===== config.mk =====
export PLATFORM = sky130hd
export DESIGN_NAME = param_core
export DESIGN_NICKNAME = d
export VERILOG_FILES = /design/src/rtl/core_pkg.sv /design/src/rtl/param_core_alu.sv /design/src/rtl/param_core.sv
export SDC_FILE = /design/constraint.sdc
export NUM_CORES = 1
export LEC_CHECK = 0
export CAP_MARGIN = 20
export CORE_ASPECT_RATIO = 0.75
export CORE_MARGIN = 1
export CORE_UTILIZATION = 45
export CTS_BUF_LIST = sky130_fd_sc_hd__clkbuf_2 sky130_fd_sc_hd__clkbuf_4 sky130_fd_sc_hd__clkbuf_8
export DETAILED_ROUTE_END_ITERATION = 10
export GPL_TIMING_DRIVEN = 0
export REMOVE_ABC_BUFFERS = 1
export SLEW_MARGIN = 30
export SYNTH_ARGS = -nofsm -noshare
export SYNTH_HDL_FRONTEND = slang
export SYNTH_SLANG_ARGS = --single-unit
export TNS_END_PERCENT = 1

===== constraint.sdc =====
create_clock -name clk -period 6 [get_ports clk]
set_input_delay 1.5 -clock clk [delete_from_list [all_inputs] [get_ports clk]]
set_output_delay 1.5 -clock clk [all_outputs]
set_load 0.05 [all_outputs]

===== src/rtl/core_pkg.sv =====
// Shared types for the parametrised accumulator core: opcode, format and FSM state encodings.
package core_pkg;

  typedef enum logic [2:0] {
    ADD = 3'd0,
    SUB = 3'd1,
    AND = 3'd2,
    OR  = 3'd3,
    XOR = 3'd4,
    SHL = 3'd5,
    SHR = 3'd6,
    MOV = 3'd7
  } op_t;

  typedef enum logic [1:0] {
    FMT_REG  = 2'd0,
    FMT_IMM  = 2'd1,
    FMT_ILL2 = 2'd2,
    FMT_ILL3 = 2'd3
  } fmt_t;

  typedef enum logic [1:0] {
    IDLE = 2'd0,
    EXEC = 2'd1,
    WB   = 2'd2
  } state_t;

  function automatic logic fmt_legal(input fmt_t f);
    return (f == FMT_REG) || (f == FMT_IMM);
  endfunction

endpackage


===== src/rtl/param_core_alu.sv =====
// Combinational ALU: eight operations with carry/borrow and zero flags.
module param_alu
  import core_pkg::*;
#(
  parameter int DATA_W = 16
) (
  input  logic [DATA_W-1:0] a,
  input  logic [DATA_W-1:0] b,
  input  op_t               op,
  output logic [DATA_W-1:0] y,
  output logic              c,
  output logic              z
);

  localparam int SHW = $clog2(DATA_W);

  logic [SHW-1:0] sh_amt;
  assign sh_amt = b[SHW-1:0];

  // Result and carry select; C is only meaningful for ADD/SUB.
  always_comb begin
    y = {DATA_W{1'b0}};
    c = 1'b0;
    case (op)
      ADD:     {c, y} = {1'b0, a} + {1'b0, b};
      SUB:     begin
        y = a - b;
        c = (a < b);
      end
      AND:     y = a & b;
      OR:      y = a | b;
      XOR:     y = a ^ b;
      SHL:     y = a << sh_amt;
      SHR:     y = a >> sh_amt;
      MOV:     y = b;
      default: begin
        y = {DATA_W{1'b0}};
        c = 1'b0;
      end
    endcase
  end

  assign z = (y == {DATA_W{1'b0}});

endmodule


===== src/rtl/param_core.sv =====
// Parametrised accumulator core: valid/ready instruction intake, 3-state FSM,
// register file, Z/C flags, illegal-format pulse and a debug read port.
module param_core
  import core_pkg::*;
#(
  parameter int DATA_W = 16,
  parameter int NREGS  = 8,
  parameter int IMM_W  = 8,
  localparam int RAW     = $clog2(NREGS),
  localparam int INSTR_W = RAW + IMM_W + 5
) (
  input  logic               clk,
  input  logic               reset_n,
  input  logic [INSTR_W-1:0] instr,
  input  logic               instr_valid,
  output logic               instr_ready,
  output logic [DATA_W-1:0]  d_out,
  output logic               done,
  output logic               flag_z,
  output logic               flag_c,
  output logic               illegal,
  input  logic [RAW-1:0]     dbg_addr,
  output logic [DATA_W-1:0]  dbg_data
);

  state_t             state_q, state_d;
  logic               ready_q;
  logic [INSTR_W-1:0] ir_q;
  logic [DATA_W-1:0]  regs_q [NREGS];
  logic [DATA_W-1:0]  res_q, d_out_q;
  logic               c_q, z_q, legal_q;
  logic               flag_z_q, flag_c_q, done_q, illegal_q;

  logic [RAW-1:0]     rx_s, ry_s;
  logic [IMM_W-1:0]   field_s;
  op_t                op_s;
  fmt_t               fmt_s;
  logic [DATA_W-1:0]  a_s, b_s, y_s;
  logic               c_s, z_s, accept_s;

  assign rx_s     = ir_q[INSTR_W-1 -: RAW];
  assign field_s  = ir_q[IMM_W+4 -: IMM_W];
  assign ry_s     = field_s[IMM_W-1 -: RAW];
  assign op_s     = op_t'(ir_q[4:2]);
  assign fmt_s    = fmt_t'(ir_q[1:0]);
  assign a_s      = regs_q[rx_s];
  assign b_s      = (fmt_s == FMT_REG) ? regs_q[ry_s] : DATA_W'(field_s);
  // ready_q stays low through reset and its first post-release edge, so no accept sneaks in there.
  assign accept_s = instr_valid && ready_q;

  param_alu #(.DATA_W(DATA_W)) u_alu (
    .a  (a_s),
    .b  (b_s),
    .op (op_s),
    .y  (y_s),
    .c  (c_s),
    .z  (z_s)
  );

  // Next-state logic.
  always_comb begin
    state_d = state_q;
    case (state_q)
      IDLE: begin
        if (accept_s) state_d = EXEC;
        else          state_d = IDLE;
      end
      EXEC:    state_d = WB;
      WB:      state_d = IDLE;
      default: state_d = IDLE;
    endcase
  end

  // FSM, instruction latch, execute latches and retire pulses.
  always_ff @(posedge clk or negedge reset_n) begin
    if (!reset_n) begin
      state_q   <= IDLE;
      ready_q   <= 1'b0;
      ir_q      <= {INSTR_W{1'b0}};
      res_q     <= {DATA_W{1'b0}};
      c_q       <= 1'b0;
      z_q       <= 1'b0;
      legal_q   <= 1'b0;
      d_out_q   <= {DATA_W{1'b0}};
      flag_z_q  <= 1'b0;
      flag_c_q  <= 1'b0;
      done_q    <= 1'b0;
      illegal_q <= 1'b0;
    end else begin
      state_q   <= state_d;
      ready_q   <= (state_d == IDLE);
      done_q    <= (state_q == WB);
      illegal_q <= (state_q == WB) && !legal_q;
      if ((state_q == IDLE) && accept_s) begin
        ir_q <= instr;
      end
      if (state_q == EXEC) begin
        res_q   <= y_s;
        c_q     <= c_s;
        z_q     <= z_s;
        legal_q <= fmt_legal(fmt_s);
      end
      if ((state_q == WB) && legal_q) begin
        d_out_q  <= res_q;
        flag_z_q <= z_q;
        flag_c_q <= c_q;
      end
    end
  end

  // Register file write-back.
  always_ff @(posedge clk or negedge reset_n) begin
    if (!reset_n) begin
      for (int i = 0; i < NREGS; i++) regs_q[i] <= {DATA_W{1'b0}};
    end else if ((state_q == WB) && legal_q) begin
      regs_q[rx_s] <= res_q;
    end
  end

  assign instr_ready = ready_q;
  assign d_out       = d_out_q;
  assign done        = done_q;
  assign illegal     = illegal_q;
  assign flag_z      = flag_z_q;
  assign flag_c      = flag_c_q;
  assign dbg_data    = regs_q[dbg_addr];

endmodule


==> Yosys cells after proc, flatten, opt, wreduce, memory -nomap -nowiden <==
Index checks and enable logic that the tools add are counted.
{ "op_classes": {"addsub": 2, "order_cmp": 5, "n_eq_ne": 10, "shifts": 2, "muxes": 17, "bitwise": 6, "reduce_logical": 12} }
{ "op_table": {"columns": ["op", "n"], "rows": [
  ["$bmux W16 S3", 3],
  ["$bwmux W128", 1],
  ["$mux W16", 8],
  ["$pmux W16 S8", 1],
  ["$demux W16 S3", 1],
  ["$add A16 B16 Y17", 1],
  ["$and A16 B16 Y16", 1],
  ["$logic_not A16 Y1", 1],
  ["$lt A16 B16 Y1", 1],
  ["$or A16 B16 Y16", 1],
  ["$shl A16 B4 Y16", 1],
  ["$shr A16 B4 Y16", 1],
  ["$sub A16 B16 Y16", 1],
  ["$xor A16 B16 Y16", 1],
  ["$eq A3 B3 Y1 const B", 4],
  ["$ge A4 B4 Y1 const B", 3],
  ["$not A3 Y4", 3],
  ["$eq A3 B2 Y1 const B", 2],
  ["$logic_not A2 Y1", 3],
  ["$logic_and A1 B1 Y1", 5],
  ["$eq A2 B1 Y1 const B", 2],
  ["$lt A4 B1 Y1 const B", 1],
  ["$pmux W2 S2", 1],
  ["$eq A3 B1 Y1 const B", 1],
  ["other kinds (6)", 6]
]} }
{ "totals": {"reg_bits": 186, "inputBits": 22, "output_inout_bits": 37, "word_cells": 74} }

==> Longest topological paths before layout <==
{ "depth": {"ltp_word": 8, "depth_mapped": 23, "mapped_depth_nobuf": 18} }

==> Cells and area by module <==
Synthesis repeated with hierarchy kept, for this count alone.
{ "unflattened": {"cells_unflattened": 1298, "hier_area_um2": 14222.4} }
{ "modules_own_cells": {"columns": ["mod", "n_inst", "cells_each", "area_each_um2", "seq_area_each_um2"], "rows": [
  ["param_core", 1, 703, 10153.5, 4654.5],
  ["param_alu", 1, 595, 4068.9, 0.0]
]} }

==> Least setup slack after synthesis <==
No wires, ideal clock.
{ "synth_timing": {"kind": "reg2reg", "from": "reg ir_q[11]", "to": "reg z_q", "setup_time_ns": 0.066, "arrival_time_ns": 4.878, "required_time_ns": 5.934, "path_slack_ns": 1.056, "path_stages_with_launch": 21, "n_path_buf": 6, "synth_period_minus_slack_ns": 4.944, "path_cell_list": "dfrtp_1 buf_6 buf_12 mux2i_1 mux4_2 o21a_1 buf_2 buf_2 buf_2 buf_1 fa_1 a21oi_1 o21bai_1 a211oi_1 or4_1 a21oi_1 or4b_1 nand4bb_1 or4_1 nor4_1 a32o_2"} }
{ "synth_between": {"elab_chain_cells": 8, "word_cells_on_any_way": 14, "classes_between": "2 x add/sub; 2 x shift; 5 x mux; 4 x bitwise; 1 x reduce/logical"} }
{ "synth_lines": {"columns": ["item", "line_no", "text"], "rows": [
  ["start: declaration", "param_core.sv:28", "logic [INSTR_W-1:0] ir_q;"],
  ["start signal: assignment", "param_core.sv:79", "ir_q <= {INSTR_W{1'b0}};"],
  ["start signal: assignment", "param_core.sv:95", "ir_q <= instr;"],
  ["$not A3 Y4 (implied by the code)", "param_core.sv:47", "assign b_s = (fmt_s == FMT_REG) ? regs_q[ry_s] : DATA_W'(field_s);"],
  ["$bmux W16 S3", "param_core.sv:47", null],
  ["$mux W16 (implied by the code) (2 in series)", "param_core.sv:47", null],
  ["$mux W16 (*)", "param_core.sv:47", null],
  ["$sub A16 B16 Y16, or another cell as far along", "param_core_alu.sv:27", "y = a - b;"],
  ["$pmux W16 S8 (*)", "param_core_alu.sv:24", "case (op)"],
  ["$logic_not A16 Y1 (*)", "param_core_alu.sv:43", "assign z = (y == {DATA_W{1'b0}});"],
  ["end signal: assignment", "param_core.sv:100", "z_q <= z_s;"],
  ["end: declaration", "param_core.sv:31", "logic c_q, z_q, legal_q;"]
]} }
Every way passes the cells marked *; elsewhere a longest branch is shown, timed or not. The select of a mux whose other input is x is not followed.
A chain may end at the register's enable or synchronous reset.

==> Final worst setup path <==
Same ends and word-level chain as after synthesis.

==> impl_metrics.json <==
{
  "num-nets-final": 1379,
  "final_min_period_over_clock_period": 0.981,
  "synth_top_flop_cell": "dfrtp_1",
  "worst_endpoint_data_arrival_time_ns": 6.32,
  "worst_hold_path.num_cells": 1,
  "status": "finished, violations left",
  "drt_first_pass_iters": 8,
  "h-tree-depth": 4,
  "crit_required_ns": 6.44,
  "overall_routing_resource_usage": 0.303,
  "synthCells": 1320,
  "hold-worst-slack_ns": 0.497,
  "rr_startpoint": "ir_q[11]$_DFFE_PN0P_",
  "syn-mean-instance-area_um2": 10.7,
  "drv.max_cap_violation_count": 0,
  "critical_path.endpoint_type": "register",
  "number_of_enable_flip_flop_cells_after_synthesis": 0,
  "clockBufferDepth": 2,
  "path_clk_slew_ns": 0.10,
  "clock_tree.root_cell": "clkbuf_8",
  "synth.distinct_cells": 86,
  "die-area_um2": 32000,
  "detail_route.vias_per_cell": 6.64,
  "failed_checks": "DRC",
  "clkLatencyLatePin_ns": 0.50,
  "grt_remaining_overflow": 0,
  "last_weighted_congestion_value_of_the_routability_driven_placer": 0.962,
  "crit_path_max_fanout": 40,
  "synth_top_cell_area_share": 0.330,
  "detailroute.wirelength.met2_um": 19800,
  "io_pins": 59,
  "worst-r2r-setup-slack_ns": 0.11,
  "dr.max_layer_used": "met4",
  "route.antenna.remaining_nets": 0,
  "synthDominantAreaCellType": "dfrtp_1",
  "final_layout_size_suffix_gt1_frac": 0.293,
  "area_growth_pct": 10.5,
  "slew_viol_final": 0,
  "vias_in_the_first_global_route": 11200,
  "grt_setup_unrepaired": "no",
  "dp_hpwl_um": 33200,
  "synthTopCellsByArea": "dfrtp_1, mux2_2, mux4_2, mux2i_1, ha_1",
  "initial_core_util": 0.462,
  "buffers_on_ports": 58,
  "grt_antenna_before_repair": 0,
  "drc_markers": 12,
  "slew_headroom": 0.291,
  "clock-skew-final_ns": 0.0191,
  "drt-wirelength-per-cell_um": 27.5,
  "mostFrequentLayoutCell": "mux2_2",
  "dr_wl_met3_um": 4350,
  "num_vias": 11400,
  "dieHeight_um": 155,
  "global_route_wire_length_before_repair_um": 71700,
  "worstHoldStart": "state_q[1]$_DFF_PN0_",
  "final_routed_wirelength_across_all_metal_layers_um": 47200,
  "period_needed_ns": 5.89,
  "holdCritPathClass": "reg -> reg",
  "timing_worst_slew_pin_value_ns": 1.06,
  "synth-warning-count": 0,
  "timing.fmax_mhz": 170,
  "diodes": 0,
  "fp.coreArea_um2": 30500,
  "timing.reg2reg.worst_path_depth": 17,
  "layout.cells.most_common_list": "mux2_2, dfrtp_1, nand2_1",
  "cts_tree": "done",
  "grt_max_degree": 85,
  "row_count": 55,
  "finalHoldViolations": 0,
  "final-setup-viol-count": 0,
  "critical_path.startpoint_type": "register",
  "rr_endpoint": "z_q$_DFFE_PN0P_",
  "numCtsBuffers": 17,
  "synth_seq_cells": 186,
  "die_outline_width_um": 206,
  "ys_async_sr_fraction": 1.00,
  "m1WireLength_um": 22100,
  "synth_sequential_area_ratio": 0.330,
  "clkSinkCount": 186,
  "detailedRoute.firstIterationViolations": 1293,
  "timing.hold.worst_endpoint": "state_q[0]$_DFF_PN0_",
  "syn-cell-area_um2": 14100,
  "timing.setup.critical_path_class": "reg -> reg"
}
-- cell type report --
| cell class | count | area [um2] |
|---|---|---|
| Timing Repair Buffer | 78 | 931 |
| Sequential cell | 186 | 4670 |
| Inverter | 54 | 206 |
| Multi-Input combinational cell | 969 | 8840 |
| Fill cell | 2766 | 14900 |
| Clock inverter | 12 | 160 |
| Clock buffer | 20 | 269 |
| Tap cell | 399 | 499 |
-- flip-flops by register name (all words and copies together) (netlist names) --
name,flops
ir_q,16
c_q,1
flag_c,1
done,1
flag_z,1
illegal,1
z_q,1
state_q,2
d_out,16
regs_q,128
res_q,16
instr_ready,1
legal_q,1
-- cells by family after synthesis --
kind of cell    count (synthesis)  synth area share
mux                           340             0.331
simple gates                  289            0.0956
compound gates                282             0.139
flops                         186             0.330
buf+inv                       165            0.0532
fa+ha+maj                      52            0.0471
xor+xnor                        6           0.00373
-- per-stage QoR --
step	utilization	std cells	worst slack, ns	area [um2]	TNS, ns
6_report	0.511	1718	0.114	15600	0
5_1_grt	0.511	1718	0.0127	15600	0
2_1_floorplan	-	1209	-0.962	13500	-1.26
3_5_place_dp	0.493	1683	-0.892	15000	-1.13
3_3_place_gp	0.480	1666	-4.58	14600	-898.96
4_1_cts	0.509	1717	0.0457	15500	0
-- critical path: stages, from the launching register on --
cell and delay, ns:
dfrtp_4 0.45, buf_16 0.25, mux2i_1 0.22, mux4_2 0.31, o21a_2 0.59, inv_2 0.42
ha_1 0.41, inv_1 0.10, a21oi_1 0.08, o21ba_2 0.24, o31ai_4 0.35, a21o_1 0.17
o211ai_1 0.09, or4b_1 0.66, nand4bb_1 0.23, or4_1 0.63, nor4_1 0.35, a32o_2 0.21
-- per-layer routing --
layer / up-vias / track usage
li1: 4935 / -
met1: 5872 / 0.464
met2: 554 / 0.421
met3: 54 / 0.0800
met4: 0 / 0.0746
met5: - / 0
-- repair_timing --
item	in CTS	in global routing
setup buffers	2	1
setup endpoints to repair	3	1
gates resized for setup	7	7
pin swaps	1	0
hold buffers	0	0
-- worst max-delay path by stage --
stage | startpoint | end | slack, ns | cells past startpoint
floorplan | ir_q[11]$_DFFE_PN0P_ | z_q$_DFFE_PN0P_ | -0.96 | 17
global placement | reset_n | d_out[5]$_DFFE_PN0P_ | -4.58 | 1
detailed placement | ir_q[10]$_DFFE_PN0P_ | z_q$_DFFE_PN0P_ | -0.89 | 19
CTS | ir_q[11]$_DFFE_PN0P_ | z_q$_DFFE_PN0P_ | 0.05 | 17
global route | ir_q[11]$_DFFE_PN0P_ | z_q$_DFFE_PN0P_ | 0.01 | 17
finish | ir_q[11]$_DFFE_PN0P_ | z_q$_DFFE_PN0P_ | 0.11 | 17
-- cell usage after synthesis, types with 10 or more instances --
master    instances
mux2_2          193
dfrtp_1         186
nand2_1         101
mux4_2           78
nor2_1           73
mux2i_1          62
clkbuf_1         53
o21ai_0          53
ha_1             49
inv_1            49
a21oi_1          46
o22ai_1          29
buf_1            24
nor3_1           23
buf_2            21
nand3_1          20
a211oi_1         17
nand2b_1         15
o211ai_1         15
nor2b_1          13
o21a_1           13
o31ai_1          11
a221oi_1         10
Power is left out: the tool's default activity adds up to more than one toggle a clock period on the data nets, which glitch-free logic cannot reach.
